**config.mk**
```make
export PLATFORM = sky130hd
export DESIGN_NAME = divider_fsm
export DESIGN_NICKNAME = d
export VERILOG_FILES = /design/src/rtl/divider_pkg.sv /design/src/rtl/divider_step.sv /design/src/rtl/divider_fsm.sv
export SDC_FILE = /design/constraint.sdc
export NUM_CORES = 1
export LEC_CHECK = 0
export BUFFER_PORTS_ARGS = -buffer_cell sky130_fd_sc_hd__buf_4
export CAP_MARGIN = 20
export CORE_MARGIN = 10
export CORE_UTILIZATION = 55
export DETAILED_ROUTE_END_ITERATION = 8
export GPL_ROUTABILITY_DRIVEN = 1
export HOLD_SLACK_MARGIN = 0.12
export PLACE_DENSITY_LB_ADDON = 0.08
export SETUP_SLACK_MARGIN = 0.05
export SLEW_MARGIN = 20
export SYNTH_ARGS = -nofsm -noshare
export SYNTH_HDL_FRONTEND = slang
export SYNTH_SLANG_ARGS = --single-unit
```
**constraint.sdc**
```tcl
create_clock -name clk -period 5.2 [get_ports clk]
set_input_delay 1.04 -clock clk [delete_from_list [all_inputs] [get_ports clk]]
set_output_delay 1.04 -clock clk [all_outputs]
set_load 0.01 [all_outputs]
```
**src/rtl/divider_pkg.sv**
```systemverilog
// Shared types and sizing helpers for the restoring shift-subtract divider.
package divider_pkg;

    typedef enum logic [1:0] {
        LOAD   = 2'd0,
        CALC   = 2'd1,
        FINISH = 2'd2
    } state_t;

    localparam int DEFAULT_N = 16;

    // The bit counter must hold the value N itself, hence N+1 codes.
    function automatic int cnt_width(input int n);
        return $clog2(n + 1);
    endfunction

    localparam int CNT_W = cnt_width(DEFAULT_N);

endpackage

```
**src/rtl/divider_step.sv**
```systemverilog
// One restoring-division iteration: shift {pr,dq} left, trial-subtract dv, insert quotient bit.
module divider_step #(
    parameter int N = 16
) (
    input  logic [N:0]   pr,
    input  logic [N-1:0] dq,
    input  logic [N-1:0] dv,
    output logic [N:0]   pr_next,
    output logic [N-1:0] dq_next
);

    logic [N+1:0] t;
    logic [N:0]   diff;
    logic         ge;

    // t keeps the bit shifted out of pr so the compare is exact even for dv >= 2^(N-1).
    assign t       = {pr, dq[N-1]};
    assign ge      = (t >= {2'b00, dv});
    assign diff    = t[N:0] - {1'b0, dv};
    assign pr_next = ge ? diff : t[N:0];
    assign dq_next = {dq[N-2:0], ge};

endmodule

```
**src/rtl/divider_fsm.sv**
```systemverilog
// Free-running multi-cycle unsigned divider: LOAD operands, N CALC steps, FINISH publishes result.
module divider_fsm
    import divider_pkg::*;
#(
    parameter int N = 16
) (
    input  logic         clk,
    input  logic         reset,
    input  logic [N-1:0] dividend,
    input  logic [N-1:0] divisor,
    output logic [N-1:0] quotient,
    output logic [N-1:0] remainder,
    output logic         done
);

    localparam int CW = cnt_width(N);

    state_t        state;
    state_t        next_state;
    logic [N:0]    pr;
    logic [N-1:0]  dq;
    logic [N-1:0]  dv;
    logic [CW-1:0] cnt;
    logic [N:0]    pr_next;
    logic [N-1:0]  dq_next;

    divider_step #(
        .N(N)
    ) u_step (
        .pr      (pr),
        .dq      (dq),
        .dv      (dv),
        .pr_next (pr_next),
        .dq_next (dq_next)
    );

    always_ff @(posedge clk) begin
        if (!reset) begin
            state <= LOAD;
        end else begin
            state <= next_state;
        end
    end

    // NOTE: next_state gets a default before the case so no path leaves it unassigned (no latch).
    always_comb begin
        next_state = state;
        unique case (state)
            LOAD:    next_state = CALC;
            CALC:    next_state = (cnt == CW'(1)) ? FINISH : CALC;
            FINISH:  next_state = LOAD;
            default: next_state = LOAD;
        endcase
    end

    // NOTE: all state here updates with <= so every register sees pre-edge values of the others.
    always_ff @(posedge clk) begin
        if (!reset) begin
            dq        <= '0;
            dv        <= '0;
            pr        <= '0;
            cnt       <= '0;
            quotient  <= '0;
            remainder <= '0;
            done      <= 1'b0;
        end else begin
            done <= 1'b0;
            unique case (state)
                LOAD: begin
                    dq  <= dividend;
                    dv  <= divisor;
                    pr  <= '0;
                    cnt <= CW'(N);
                end
                CALC: begin
                    pr  <= pr_next;
                    dq  <= dq_next;
                    cnt <= cnt - CW'(1);
                end
                FINISH: begin
                    quotient  <= dq;
                    remainder <= pr[N-1:0];
                    done      <= 1'b1;
                end
                default: begin
                end
            endcase
        end
    end

endmodule

```
==> flow_summary.ini, run 1 <==
[run_status]
outcome = complete, no violations

[cells_and_area]
nNetsFinal = 589
final_cell_mix = 89 x dfxtp_1, 76 x nand2_1, 70 x buf_4
n_fill_cell = 607
final_util_pct = 67.3
diodes = 0
final_common_cell = dfxtp_1
areaGrowthSynthToFinish_pct = 17.2
drive_gt1_share_pct = 17.4

[timing]
period_minus_slack_ns = 2.83
fin_skew_ns = 0.00963
min_period_over_period_pct = 54.4
hold_viol = 0
max_freq_ghz = 0.354
setup_tns_ns = 0
setup_violations = 0
drv_slew = 0
slew_headroom_pct = 49.1
rsz0062_at_grt = no
worst_pin_slew_ns = 0.764

[power_and_ir_drop]
peakVddDrop_v = 0.000279
pwr_density_cell_mw_per_mm2 = 487
static-leakage-power_nw = 2.14

[synthesis]
yosys_most_used_dff = dfxtp_1
async_reset_ff_share_pct = 0
syn_inst = 481
synth_top_family_by_area = compound AO/OA/AOI/OAI gates
synthSimpleGateAreaFrac_pct = 16.5
syn_area_per_cell_um2 = 8.76
synth_nets = 534
synthAdderAreaFrac_pct = 5.82
synthDistinctLibCells = 50
synth_seq_cells = 89
synth-compound-area-share_pct = 22.7
syn_area_mm2 = 0.00421
synth_seq_area_share_pct = 42.3
synth_edf_count = 0
ys.warnings.count = 0
synth_xor_area_share_pct = 2.08
synthMuxAreaShare_pct = 5.70

[critical_path]
slowest_stage = and2_1
start_kind = input port
crit_fanout = 41
arrival_ns = 3.13
end_kind = register
worstSetupPathType = in -> reg
cpLargestDelayFamily = simple AND/OR/NAND/NOR gates
cp.required_ns = 5.50
max_stage_delay_ns = 0.69
worstPathCellList = buf_4 > and2_1 > and2_1 > buf_4 > a22o_1
cp_num_buf_inv = 2

[global_route]
grtUsageTotal_pct = 17.4
grt_max_degree = 42
grt_pass1_wl_um = 16500
grt_overflow_total = 0
antenna_found_initial = 0
grt_pass1_vias = 3509

[worst_hold_path]
hp-class = reg -> reg

[floorplan]
start_util_pct = 57.5
core.rowCount = 31
dieWidth_um = 108
core_mm2 = 0.00733
ioPinCount = 67
die_h_um = 108
dieArea_mm2 = 0.0116

[clock_network]
holdBufCountCts = 0
cts_sinks = 89
cts_root_buf = clkbuf_8
htree_num_levels = 3
cts_tree = done
clock_path_buffers = 2
post_cts_resized = 0
insertion_delay_ns = 0.36
clk_pin_slew_worst_paths_ns = 0.09
post_cts_buffers = 0
numCtsBuffers = 9

[placed_design]
numPortBuffers = 66
post-dp-hpwl_um = 7060
gp_congestion = 0.851

[detailed_routing]
postRouteAntennaNets = 0
wire_per_inst_um = 15.5
first_iter_violations = 119
drtPass1Iterations = 4
num_vias = 3492
viasPerCell = 5.46
routed_wirelength_um = 9920
post-route-drc-count = 0

[flow_run]
maxCapViolCount = 0
[sequential cells by signal, summed over array words and instances (netlist names)]
register / flops
quotient: 16
dq: 16
pr: 17
cnt: 5
remainder: 16
done: 1
dv: 16
state: 2
[power breakdown]
part / leakage [nW] / total [mW] / switching (mW) / internal (mW)
logic: 1.32 / 1.12 / 0.626 / 0.496
clock network: 0.0961 / 0.462 / 0.242 / 0.220
registers: 0.726 / 0.818 / 0.0666 / 0.752
[synthesized netlist by cell type, drive strengths merged, types with 2 or more instances]
master	number	share of area (%)
xnor2	6	1.2
and3	3	0.45
nor3b	2	0.36
nand3b	2	0.36
xor2	4	0.83
a21boi	21	3.7
nor2	16	1.4
ha	18	5.3
nor3	8	0.95
inv	23	2.0
o21a	2	0.36
and2	20	3.0
dfxtp	89	42
or2	2	0.30
o21ai	49	5.8
mux2i	24	5.7
nand2	77	6.9
nand3	2	0.24
a21o	7	1.2
a22o	33	6.9
a21oi	20	2.5
or3b	2	0.42
clkbuf	21	1.9
nand2b	2	0.30
nor2b	6	0.89
o31ai	2	0.36
nand4	4	0.74
buf	5	0.92
a211oi	2	0.36
[path summary, 6_finish.rpt]
path,start,endpoint,slack (ns),cells after the start
worst max-delay path,reset,quotient[2],2.37,5
worst min-delay path,dv[14],dv[14],0.47,2
worst max register to register,dq[15],pr[7],2.43,9
worst min register to register,dv[14],dv[14],0.47,2
[area by class of cell]
cell class | instances | area (um^2) | share of cell area, %
Clock inverter | 5 | 57.6 | 1.17
Timing Repair Buffer | 70 | 526 | 10.6
Clock buffer | 10 | 128 | 2.59
Sequential cell | 89 | 1780 | 36.1
Multi-Input combinational cell | 343 | 2230 | 45.2
Tap cell | 99 | 124 | 2.51
Inverter | 23 | 86.3 | 1.75
[layer usage]
| metal | share of wire, % | vias to the layer above | wire length [um] | global-route usage, % |
|---|---|---|---|---|
| met1 | 45 | 1619 | 4420 | 20.2 |
| met4 | 2.5 | 0 | 252 | 8.49 |
| met5 | 0 | - | 0 | 0 |
| met3 | 5.1 | 18 | 503 | 4.61 |
| met2 | 48 | 77 | 4740 | 29.1 |
| li1 | - | 1778 | - | - |
[worst min-delay path: stages, from the launching register on]
cell and delay [ns]:
dfxtp_1 0.32, nand2_1 0.05, a21boi_0 0.06
[stage by stage]
stage                     hold slack [ns]  cells  instance area [um^2]  total power [mW]  worst slack [ns]
after CTS                           0.471    639                  4930              2.41              2.38
final                               0.470    639                  4930              2.40              2.37
after floorplan                     0.429    481                  4210              1.79              2.81
after detailed placement            0.459    624                  4750              1.94              2.00
after global placement              0.438    624                  4750              1.92              2.08
after global routing                0.492    639                  4930              2.58              2.20
[cell families (layout without fill, tap and decap cells)]
kind of cell / count (synthesis) / after routing
buf+inv: 49 / 108
flops: 89 / 89
fa+ha+maj: 19 / 19
xor+xnor: 10 / 10
mux: 24 / 24
simple gates: 147 / 147
compound gates: 143 / 143
(Power assumes the default switching activity.)
==> run 2, diff against run 1 <==
==> constraint.sdc (replaced) <==
create_clock -name clk -period 3 [get_ports clk]
set_input_delay 0.6 -clock clk [delete_from_list [all_inputs] [get_ports clk]]
set_output_delay 0.6 -clock clk [all_outputs]
set_load 0.01 [all_outputs]
==> run 2 against run 1 <==
Effect of this change:
- sequential share of layout area is 0.30 points lower
- final area is 0.84% higher
- non-clock buffer count grew 5
- die area unchanged
- clock skew shrank 0.00058 ns
- global-route usage grew 0.31 points
- combinational power is 78% higher
- clock power up 71%
- core utilization is 0.56 points higher
- routed wire length up 2.6%
- critical path type is now reg -> reg
==> flow_summary.ini, run 2 (same netlist as run 1, synthesis figures left out) <==
[critical_path]
worstSetupPathType = reg -> reg
arrival_ns = 2.88
crit_fanout = 9
r2r_cells = 10
r2r-end = pr[15]
rrSetupSlack_ns = 0.35
cp.required_ns = 3.23
end_kind = register
timing.rr.start = dq[15]
start_kind = register

[timing]
fin_skew_ns = 0.00905
max_freq_ghz = 0.377
rsz0062_at_grt = no
setup_violations = 0
worst_pin_slew_ns = 0.717
drv_slew = 0
setup_tns_ns = 0
period_minus_slack_ns = 2.65
slew_headroom_pct = 52.1
min_period_over_period_pct = 88.3
hold_viol = 0

[global_route]
antenna_found_initial = 0
grt_max_degree = 42
grt_pass1_vias = 3635
grt_pass1_wl_um = 16900
grt_overflow_total = 0
grtUsageTotal_pct = 17.8

[cells_and_area]
drive_gt1_share_pct = 18.5
fin_area_mm2 = 0.00498
final_cell_mix = 89 x dfxtp_1, 76 x nand2_1, 75 x buf_4
areaGrowthSynthToFinish_pct = 18.2
nNetsFinal = 594
final_cells = 645
largest_reg_flops = 17
diodes = 0
regMostFlops = pr
final_common_cell = dfxtp_1

[placed_design]
gp_congestion = 0.841
place_inst = 629
numPortBuffers = 66
placed_cell_area_mm2 = 0.00479
post-dp-hpwl_um = 7190

[detailed_routing]
post-route-drc-count = 0
viasPerCell = 5.46
num_vias = 3522
drtPass1Iterations = 4
routed_wirelength_um = 10200
wire_per_inst_um = 15.8
first_iter_violations = 129
postRouteAntennaNets = 0

[clock_network]
insertion_delay_ns = 0.36
cts_sinks = 89
clk_pin_slew_worst_paths_ns = 0.09
cts_root_buf = clkbuf_8
cts_tree = done
numCtsBuffers = 9
htree_num_levels = 3
post_cts_resized = 0
post_cts_buffers = 0
holdBufCountCts = 0
clock_path_buffers = 2

[floorplan]
die_h_um = 108
dieWidth_um = 108
dieArea_mm2 = 0.0116
core.rowCount = 31
core_mm2 = 0.00733
start_util_pct = 57.5
ioPinCount = 67

[run_status]
outcome = complete, no violations

[worst_hold_path]
hp-start = pr[16]
hp-class = reg -> reg
hold_depth = 2
holdPathEnd = pr[16]

[power_and_ir_drop]
peakVddDrop_v = 0.000572
pwr_density_cell_mw_per_mm2 = 845
static-leakage-power_nw = 2.16

[flow_run]
maxCapViolCount = 0
==> run 2: cell count changes in the layout (fill, tap and decap cells not counted) <==
cell,delta
clkinv_4,-1
clkbuf_1,-1
clkinvlp_4,+2
clkbuf_8,+2
bufinv_16,-1
inv_6,+1
buf_4,+5
clkinv_2,-1
==> run 2: critical path: stages (launching register included) <==
cell and delay, ns:
dfxtp_1 0.38, inv_1 0.07, ha_1 0.23, fa_1 0.39
nor2b_1 0.22, o21ai_1 0.17, a311o_1 0.36, nand2_1 0.19
buf_4 0.22, mux2i_1 0.20, o21ai_0 0.09
==> run 2: worst max path at each step <==
stage	slack, ns	from	to	cells after the start
6_report	0.35	dq[15]	pr[15]	10
5_1_grt	0.15	dq[15]	pr[15]	10
4_1_cts	0.35	dq[15]	pr[15]	10
3_5_place_dp	0.41	dq[15]	pr[15]	10
3_3_place_gp	0.55	dq[15]	pr[11]	10
2_1_floorplan	0.61	dq[15]	pr[8]	12
==> run 2: final cells by class <==
type,instances,area [um^2]
sequential,89,1780
inverter,23,86.3
clock inverter,5,37.5
fill,621,2350
clock buffer,11,151
tap,99,124
timing repair buffer,75,563
multi-input combinational,343,2230
==> run 2: metal layers <==
| metal | wire [um] | GRT usage (%) | up-vias | part of all wire (%) |
|---|---|---|---|---|
| met2 | 5100 | 31.0 | 78 | 50 |
| met3 | 572 | 5.33 | 16 | 5.6 |
| met4 | 170 | 6.97 | 0 | 1.7 |
| met1 | 4340 | 19.7 | 1639 | 43 |
| met5 | 0 | 0 | - | 0 |
| li1 | - | - | 1789 | - |
==> run 2: per-stage QoR <==
stage / hold WS [ns] / setup WS [ns] / utilization [%] / power, mW
floorplan: 0.429 / 0.612 / - / 3.10
global placement: 0.437 / 0.546 / 65.3 / 3.36
detailed placement: 0.453 / 0.408 / 65.3 / 3.42
CTS: 0.466 / 0.355 / 67.9 / 4.22
global route: 0.491 / 0.152 / 67.9 / 4.52
finish: 0.463 / 0.350 / 67.9 / 4.20
==> run 2: power breakdown <==
part | total (mW) | internal (mW) | switching (mW)
sequential | 1.43 | 1.30 | 0.126
clock | 0.788 | 0.349 | 0.439
combinational | 1.99 | 0.886 | 1.10
total | 4.20 | 2.54 | 1.67
==> run 3, diff against run 2 <==
--- a/config.mk
+++ b/config.mk
@@ -7,6 +7,7 @@
 export LEC_CHECK = 0
 export BUFFER_PORTS_ARGS = -buffer_cell sky130_fd_sc_hd__buf_4
 export CAP_MARGIN = 20
+export CORE_ASPECT_RATIO = 1.25
 export CORE_MARGIN = 10
 export CORE_UTILIZATION = 55
 export DETAILED_ROUTE_END_ITERATION = 8
==> run 3 against run 2 <==
Effect of this change:
- sequential cell count unchanged
- routed wire length decreased by 0.70%
- via count increased by 0.17%
- non-clock buffer count decreased by 1
- final area increased by 0.28%
- clock-buffer cell count decreased by 1
- critical path depth unchanged
- setup slack improved by 0.062 ns
- clock skew increased by 0.0011 ns
- die area increased by 0.19%
==> flow_summary.ini, run 3 (same netlist as run 1, synthesis figures left out) <==
[run_status]
outcome = complete, no violations

[global_route]
grtUsageTotal_pct = 17.0
grt_pass1_wl_um = 16900
grt_overflow_total = 0
antenna_found_initial = 0
grt_pass1_vias = 3588
grt_max_degree = 42

[critical_path]
startpoint = dq[15]
timing.rr.start = dq[15]
worstSetupPathType = reg -> reg
cp.required_ns = 3.23
start_kind = register
r2r_cells = 10
arrival_ns = 2.82
crit_fanout = 9
r2r-end = pr[9]
end_kind = register
rrSetupSlack_ns = 0.41

[power_and_ir_drop]
peakVddDrop_v = 0.000486
p_total_mw = 4.32
static-leakage-power_nw = 2.17
pwr_density_cell_mw_per_mm2 = 866

[detailed_routing]
num_vias = 3528
viasPerCell = 5.54
postRouteAntennaNets = 0
post-route-drc-count = 0
routed_wirelength_um = 10100
drtPass1Iterations = 4
first_iter_violations = 154
wire_per_inst_um = 15.9

[placed_design]
dp_slack_ns = 0.417
numPortBuffers = 66
placed_cell_area_mm2 = 0.00477
place_inst = 621
post-dp-hpwl_um = 7360
gp_congestion = 0.915

[flow_run]
maxCapViolCount = 0

[cells_and_area]
fin_area_mm2 = 0.00499
final_cells = 637
diodes = 0
areaGrowthSynthToFinish_pct = 18.5
nNetsFinal = 593
seq_area_mm2 = 0.00178
multiInputGateArea_mm2 = 0.00223
regMostFlops = pr
n_fill_cell = 624
final_cell_mix = 89 x dfxtp_1, 76 x nand2_1, 74 x buf_4
drive_gt1_share_pct = 18.2
largest_reg_flops = 17
final_util_pct = 67.4
final_common_cell = dfxtp_1

[floorplan]
die_h_um = 118
dieWidth_um = 98.3
core.rowCount = 35
start_util_pct = 56.9
ioPinCount = 67
dieArea_mm2 = 0.0116
core_mm2 = 0.00740

[timing]
min_period_over_period_pct = 86.3
hold_ws_ns = 0.459
worst_pin_slew_ns = 0.719
rsz0062_at_grt = no
hold_viol = 0
slew_headroom_pct = 52.0
period_minus_slack_ns = 2.59
drv_slew = 0
setup_tns_ns = 0
fin_skew_ns = 0.0102
max_freq_ghz = 0.386
setup_violations = 0
setup_slack_ns = 0.412

[clock_network]
clock_path_buffers = 2
numCtsBuffers = 9
cts_root_buf = clkbuf_8
cts_sinks = 89
htree_num_levels = 3
post_cts_buffers = 0
insertion_delay_ns = 0.36
clk_pin_slew_worst_paths_ns = 0.09
post_cts_resized = 0
cts_tree = done
holdBufCountCts = 0

[worst_hold_path]
hold_depth = 2
hp-class = reg -> reg
hp-start = pr[16]
holdPathEnd = pr[16]
-- run 3: cell count changes in the layout (fill, tap and decap cells not counted) --
cell	previous run	this run
clkinvlp_4	2	0
clkinv_4	1	2
buf_4	75	74
clkbuf_1	0	1
clkbuf_8	11	9
bufinv_16	0	2
-- run 3: layout make-up --
| class | instances | area share [%] |
|---|---|---|
| Multi-Input combinational cell | 343 | 44.7 |
| Clock inverter | 6 | 1.83 |
| Tap cell | 92 | 2.31 |
| Sequential cell | 89 | 35.7 |
| Clock buffer | 10 | 2.56 |
| Timing Repair Buffer | 74 | 11.1 |
| Inverter | 23 | 1.73 |
-- run 3: worst max-delay path by stage --
stage             end  slack, ns
5_1_grt        pr[12]       0.23
3_3_place_gp   pr[10]       0.56
6_report        pr[9]       0.41
4_1_cts         pr[9]       0.41
3_5_place_dp    pr[9]       0.42
2_1_floorplan   pr[8]       0.61
-- run 3: power by group --
group,leakage (nW),switching [mW],total (mW),internal (mW)
logic,1.34,1.08,1.97,0.886
registers,0.726,0.129,1.43,1.30
clock network,0.111,0.446,0.920,0.474
total,2.17,1.66,4.32,2.66
-- run 3: critical path: stages (launching register included) --
cell,delay [ns]
dfxtp_1,0.39
inv_1,0.06
ha_1,0.21
fa_1,0.37
nor2b_1,0.22
o21ai_1,0.17
a311o_1,0.36
nand2_1,0.14
buf_4,0.22
mux2i_1,0.22
o21ai_0,0.10
-- run 3: metal layers --
layer  part of all wire [%]  wire length, um  GRT usage [%]
met5                      0                0              0
met4                    1.4              141           5.48
met3                    4.6              468           4.46
met2                     50             5080           30.2
met1                     44             4420           19.0
